===== src/rtl/producer_fifo.sv =====
// ---------------------------------------------------------------------------
// producer_fifo
//
// Upstream stage for the 4-bit data consumer. A local source writes 4-bit
// words into a DEPTH-entry FIFO. Each rising edge of the consumer's request
// pops one word onto producer_data, together with a one-cycle
// producer_valid strobe. If a request arrives while the FIFO is empty, it
// is held in the PEND state until a word is available.
//
// Optional build macro:
//   PRODUCER_REQ_QUEUE_EN
//     Adds a 2-bit saturating counter of request edges seen in the PEND or
//     SEND states. Each counted edge is served later. When the macro is not
//     defined, those edges are dropped.
//
// Ports:
//   producer_iclk      in   clock; all state changes on the rising edge
//   producer_irst      in   synchronous active-high reset
//   producer_wr_en     in   source write strobe
//   producer_wr_data   in   [3:0] source write word
//   producer_req       in   consumer request level; a rising edge is one request
//   producer_data      out  [3:0] last popped word
//   producer_valid     out  one-cycle strobe; producer_data is new this cycle
//   producer_full      out  occupancy == DEPTH
//   producer_empty     out  occupancy == 0
//   producer_count     out  [ADDR_W:0] current occupancy
//   producer_ovf       out  sticky flag; set when a write hits a full FIFO
// ---------------------------------------------------------------------------
module producer_fifo #(
  parameter int DEPTH  = 8,
  parameter int ADDR_W = 3
) (
  input  logic              producer_iclk,
  input  logic              producer_irst,
  input  logic              producer_wr_en,
  input  logic [3:0]        producer_wr_data,
  input  logic              producer_req,
  output logic [3:0]        producer_data,
  output logic              producer_valid,
  output logic              producer_full,
  output logic              producer_empty,
  output logic [ADDR_W:0]   producer_count,
  output logic              producer_ovf
);

  localparam logic [ADDR_W:0] DEPTH_C = (ADDR_W+1)'(DEPTH);

  typedef enum logic [1:0] {IDLE, PEND, SEND} state_t;

  logic [3:0]        mem [DEPTH];
  logic [ADDR_W-1:0] wr_ptr_reg;
  logic [ADDR_W-1:0] rd_ptr_reg;
  logic [ADDR_W:0]   count_reg;
  logic [ADDR_W:0]   count_next;
  state_t            state_reg;
  logic              req_d_reg;
  logic [3:0]        data_reg;
  logic              valid_reg;
  logic              ovf_reg;

  logic req_edge;
  logic wr_accept;
  logic overflow_hit;
  logic pop;

`ifdef PRODUCER_REQ_QUEUE_EN
  logic [1:0] pending_reg;
  logic [1:0] pending_next;
  logic       pending_inc;
  logic       pending_dec;
`endif

  // Pop eligibility looks only at the registered count. A word written in
  // the same cycle is therefore never forwarded straight to the output.
  always_comb begin
    req_edge     = producer_req & ~req_d_reg;
    wr_accept    = producer_wr_en && (count_reg != DEPTH_C);
    overflow_hit = producer_wr_en && (count_reg == DEPTH_C);
    pop          = 1'b0;
    case (state_reg)
      IDLE:    pop = req_edge && (count_reg != '0);
      PEND:    pop = (count_reg != '0);
      default: pop = 1'b0;
    endcase

    count_next = count_reg;
    case ({wr_accept, pop})
      2'b10:   count_next = count_reg + (ADDR_W+1)'(1);
      2'b01:   count_next = count_reg - (ADDR_W+1)'(1);
      default: count_next = count_reg;
    endcase
  end

`ifdef PRODUCER_REQ_QUEUE_EN
  // Count request edges that arrive while a request is already being
  // handled. A simultaneous increment and decrement leave the count
  // unchanged. The counter saturates at 3.
  always_comb begin
    pending_inc  = req_edge && ((state_reg == PEND) || (state_reg == SEND));
    pending_dec  = (state_reg == SEND) && (pending_reg != 2'd0);
    pending_next = pending_reg;
    if (pending_inc && !pending_dec && (pending_reg != 2'd3))
      pending_next = pending_reg + 2'd1;
    else if (pending_dec && !pending_inc)
      pending_next = pending_reg - 2'd1;
  end
`endif

  // Storage array with no reset, so it can map onto block RAM.
  always_ff @(posedge producer_iclk) begin
    if (wr_accept)
      mem[wr_ptr_reg] <= producer_wr_data;
  end

  always_ff @(posedge producer_iclk) begin
    if (producer_irst) begin
      wr_ptr_reg  <= '0;
      rd_ptr_reg  <= '0;
      count_reg   <= '0;
      state_reg   <= IDLE;
      req_d_reg   <= 1'b0;
      data_reg    <= 4'b0000;
      valid_reg   <= 1'b0;
      ovf_reg     <= 1'b0;
`ifdef PRODUCER_REQ_QUEUE_EN
      pending_reg <= 2'd0;
`endif
    end else begin
      req_d_reg <= producer_req;
      count_reg <= count_next;

      if (wr_accept)
        wr_ptr_reg <= wr_ptr_reg + ADDR_W'(1);
      if (overflow_hit)
        ovf_reg <= 1'b1;
      if (pop) begin
        rd_ptr_reg <= rd_ptr_reg + ADDR_W'(1);
        data_reg   <= mem[rd_ptr_reg];
      end

      case (state_reg)
        IDLE: begin
          if (pop) begin
            valid_reg <= 1'b1;
            state_reg <= SEND;
          end else if (req_edge) begin
            state_reg <= PEND;
          end
        end
        PEND: begin
          if (pop) begin
            valid_reg <= 1'b1;
            state_reg <= SEND;
          end
        end
        SEND: begin
          valid_reg <= 1'b0;
          state_reg <= IDLE;
`ifdef PRODUCER_REQ_QUEUE_EN
          // A queued request re-enters PEND. PEND pops on the next edge if
          // data is present. This gap keeps the valid strobe to one cycle.
          if (pending_reg != 2'd0)
            state_reg <= PEND;
`endif
        end
        default: begin
          valid_reg <= 1'b0;
          state_reg <= IDLE;
        end
      endcase

`ifdef PRODUCER_REQ_QUEUE_EN
      pending_reg <= pending_next;
`endif
    end
  end

  assign producer_data  = data_reg;
  assign producer_valid = valid_reg;
  assign producer_full  = (count_reg == DEPTH_C);
  assign producer_empty = (count_reg == '0);
  assign producer_count = count_reg;
  assign producer_ovf   = ovf_reg;

endmodule


===== config.mk =====
export PLATFORM = sky130hd
export DESIGN_NAME = producer_fifo
export DESIGN_NICKNAME = d
export VERILOG_FILES = /design/src/rtl/producer_fifo.sv
export SDC_FILE = /design/constraint.sdc
export NUM_CORES = 1
export LEC_CHECK = 0
export BUFFER_PORTS_ARGS = -buffer_cell sky130_fd_sc_hd__buf_2
export CAP_MARGIN = 10
export CORE_UTILIZATION = 35
export CTS_CLUSTER_DIAMETER = 80
export DETAILED_ROUTE_END_ITERATION = 16
export GPL_ROUTABILITY_DRIVEN = 1
export HOLD_SLACK_MARGIN = 0.08
export PLACE_DENSITY = 0.58
export SYNTH_ARGS = -nofsm -noshare
export SYNTH_HDL_FRONTEND = slang
export SYNTH_SLANG_ARGS = --single-unit

===== constraint.sdc =====
create_clock -name producer_iclk -period 4.48 [get_ports producer_iclk]
set_input_delay 0.224 -clock producer_iclk [delete_from_list [all_inputs] [get_ports producer_iclk]]
set_output_delay 0.224 -clock producer_iclk [all_outputs]
set_load 0.01 [all_outputs]

==> flow_results.org <==
** Global routing
- Global-route wire length before repair :: 5409 microns
- After global routing the overflow that remains totals 0.
- GRT Overall Usage :: 11.62%
- Via count of the first global-routing pass :: 1,096
- The number of antenna violations at the first check in global routing was 0.
- Pin count of the biggest net entering global routing :: 21

** Setup path
- Crit-path max cell delay :: 0.62 ns
- Counting both buffers and inverters, the worst setup path holds a total of 0.
- The critical path goes through nor4_2 > a211oi_4 > ha_1 > or3_1 > o32ai_1 > mux2_2.
- At the worst endpoint, the required time is 4.67 ns.
- The largest individual stage delay along the critical path comes from the cell a211oi_4.
- Of all nets on the critical path, the largest fanout is 16.
- The worst setup path is launched from a register.
- Critical setup path kind :: reg2reg
- Worst Path Arrival :: 2.90 ns
- The worst setup path is captured at a register.
- Broken down by cell family, the worst path's largest delay share belongs to compound AO/OA/AOI/OAI gates.

** Run status
- Run status :: finished, final reports clean

** Yosys
- Post-synth EDFFs :: 32
- For this run, the register share of the synthesized area comes to 63.89%.
- Synthesized netlist cell count :: 145
- In the synthesized netlist the dominant register cell turns out to be edfxtp_1.
- Yosys warnings :: 0
- Synthesized cell area :: 0.002100 sq mm
- Async set-or-reset flop fraction in the synthesized netlist :: 0%
- In this run, synthesis produced a sequential element count of 51.
- When the netlist entered floorplanning its net count stood at 158.
- Number of distinct library cell variants in the gate-level netlist after synthesis :: 34
- Syn Area/Cell :: 14.48 sq um

** STA
- Across the routed clock network, the largest skew measured is 0.01017 ns.
- The worst path uses 60.40% of the clock period.
- Setup repair after global routing left no endpoint under its margin.
- Slack of the critical path :: 1.774 ns
- Final slew viol count :: 0
- For the pin with the worst max-slew slack, the measured transition is 0.6948 ns.
- Headroom to the max-slew limit came out at 53.53%.
- On the final layout, the worst hold slack is 0.1637 ns.
- Clock period minus final worst setup slack :: 2.706 ns
- Sum of negative setup slack :: 0 ns
- Timing would allow up to 369.6 MHz.
- Total count of hold-check failures in the final report :: 0
- Setup violations remaining at the end of the flow were counted as 0.

** Finish
- Relative area change from synthesis to final layout :: 11.44%
- Total inserted antenna cells :: 0
- Max FFs per register :: 32
- After the last flow step, the layout net total stands at 178.
- Once layout is done, the placed cells without fillers occupy 0.002340 sq mm.
- More flip-flops sit in one register than any other, and that register is mem.
- Leaving out fill and tap cells, the most frequent cell in the layout is edfxtp_1.
- In the layout the commonest cells are edfxtp_1, buf_2, dfxtp_1.
- The post-route netlist has 26.51% of its cells at a drive strength greater than 1.

** Floorplan
- For this configuration, the core starts out at a cell density of 37.21%.
- Width of the chip :: 79.45 microns
- The floorplan has 27 rows.
- The die covers 0.006312 sq mm.
- Core region area :: 0.005642 sq mm
- Ports placed on the boundary :: 20
- In this run the vertical extent of the chip is 79.45 microns.

** Routing
- The pre-antenna-repair detailed-routing pass consisted of 4 iterations.
- Routed via count :: 1,162
- Via count normalized by instance count :: 4.882
- Once detail routing completed, the nets flagged for antenna violations numbered 0.
- After detailed routing, the number of remaining DRC violations is 0.
- 1st-iter DRT viols :: 36
- After detailed routing, the average wire length per cell comes to 14.36 microns.
- Detailed-route wire length :: 3418 microns

** Power
- Power per cell area :: 536.5 mW/mm^2
- VDD sags by at most 178.8 uV.
- Leakage power of the design :: 0.8258 nW
- The design draws 1.255 mW.

** Run
- Across the run, the number of max-cap violations was 0.

** CTS
- For this design, the sink count on the clock tree is 51.
- TritonCTS buffer count :: 5
- Once the clock tree was built, the resizer swapped 0 gates to a different size.
- Clk Tree Root Cell :: clkbuf_8
- TritonCTS built the clock tree.
- Clock network latency to the later pin of the worst-skew pair :: 0.30 ns
- Clock-pin transition on the worst setup and hold timing paths :: 0.09 ns
- Number of levels in the clock H-tree :: 2
- No sink is reached through more buffers than the 2 on the longest clock path.
- After clock tree synthesis, the setup repair step added 0 buffers.
- The number of hold buffers added after CTS was 0.

** Placement
- The congestion estimate from routability-driven global placement came to 0.7491.
- The placed instances occupy a cell area of 0.002253 sq mm.
- In this run the tool buffered the top-level ports with 19 buffer cells.
- Prior to clock tree synthesis, the placed netlist has a worst setup slack of 1.781 ns.
- HPWL after detailed placement :: 2493 microns

** Min path
- Class of the tightest hold or removal check :: in2reg
==> logic make-up (layout without fill, tap and decap cells) <==
kind of cell	after synthesis	in the layout	synth area share, %
XOR/XNOR	5	5	2.086
adder cells (fa/ha/maj)	5	5	2.980
buffers and inverters	8	29	1.847
multiplexers	15	15	11.98
AND/OR/NAND/NOR	44	44	11.03
flip-flops	51	51	63.89
AO/OA/AOI/OAI	17	17	6.198
==> per-stage QoR <==
| stage | cells | utilization [%] |
|---|---|---|
| after floorplan | 145 | - |
| after detailed placement | 230 | 39.94 |
| final | 238 | 41.47 |
| after global placement | 230 | 39.94 |
| after CTS | 238 | 41.47 |
| after global routing | 238 | 41.47 |
==> synthesized netlist by cell type (2+ instances only) <==
cell / number / share of area (%)
a211oi_1: 3 / 1.1
a21bo_2: 2 / 0.95
a21oi_1: 7 / 1.7
clkbuf_1: 3 / 0.54
dfxtp_1: 19 / 18
edfxtp_1: 32 / 46
ha_1: 5 / 3.0
inv_1: 2 / 0.36
mux2i_1: 6 / 2.9
mux4_2: 8 / 8.6
nand2_1: 3 / 0.54
nand2b_1: 3 / 0.89
nand3_1: 3 / 0.71
nor2_1: 17 / 3.0
nor2b_1: 6 / 1.8
nor3_1: 4 / 0.95
or3_1: 2 / 0.60
xor2_1: 4 / 1.7
==> area by class of cell <==
class	instances	area [sq um]
Sequential cell	51	1341
Tap cell	72	90.09
Timing Repair Buffer	19	95.09
Inverter	2	7.507
Clock inverter	2	13.76
Multi-Input combinational cell	86	719.4
Fill cell	500	3302
Clock buffer	6	72.57
==> routing by layer <==
metal / global-route usage (%) / share of wire (%) / vias up
met2: 19.15 / 50 / 13
met5: 0 / 0 / -
li1: - / - / 579
met3: 2.743 / 2.9 / 5
met1: 14.79 / 46 / 565
met4: 4.364 / 1.2 / 0
==> power breakdown <==
part	total [mW]	switching, mW	leakage, nW	internal (mW)
sequential	0.627	0.0607	0.446	0.566
clock	0.254	0.144	0.0452	0.110
combinational	0.375	0.195	0.335	0.179
total	1.26	0.400	0.826	0.856
==> path summary, 6_finish.rpt <==
check	start	endpoint	slack (ns)	cells past startpoint
max	producer_count[1]$_SDFFE_PP0P_	producer_count[3]$_SDFFE_PP0P_	1.77	6
min	producer_req	req_d_reg$_SDFF_PP0_	0.16	2
max reg2reg	producer_count[1]$_SDFFE_PP0P_	producer_count[3]$_SDFFE_PP0P_	1.77	6
min reg2reg	producer_ovf$_SDFFE_PP0P_	producer_ovf$_SDFFE_PP0P_	0.48	2
Power figures use the tool's default switching activity.
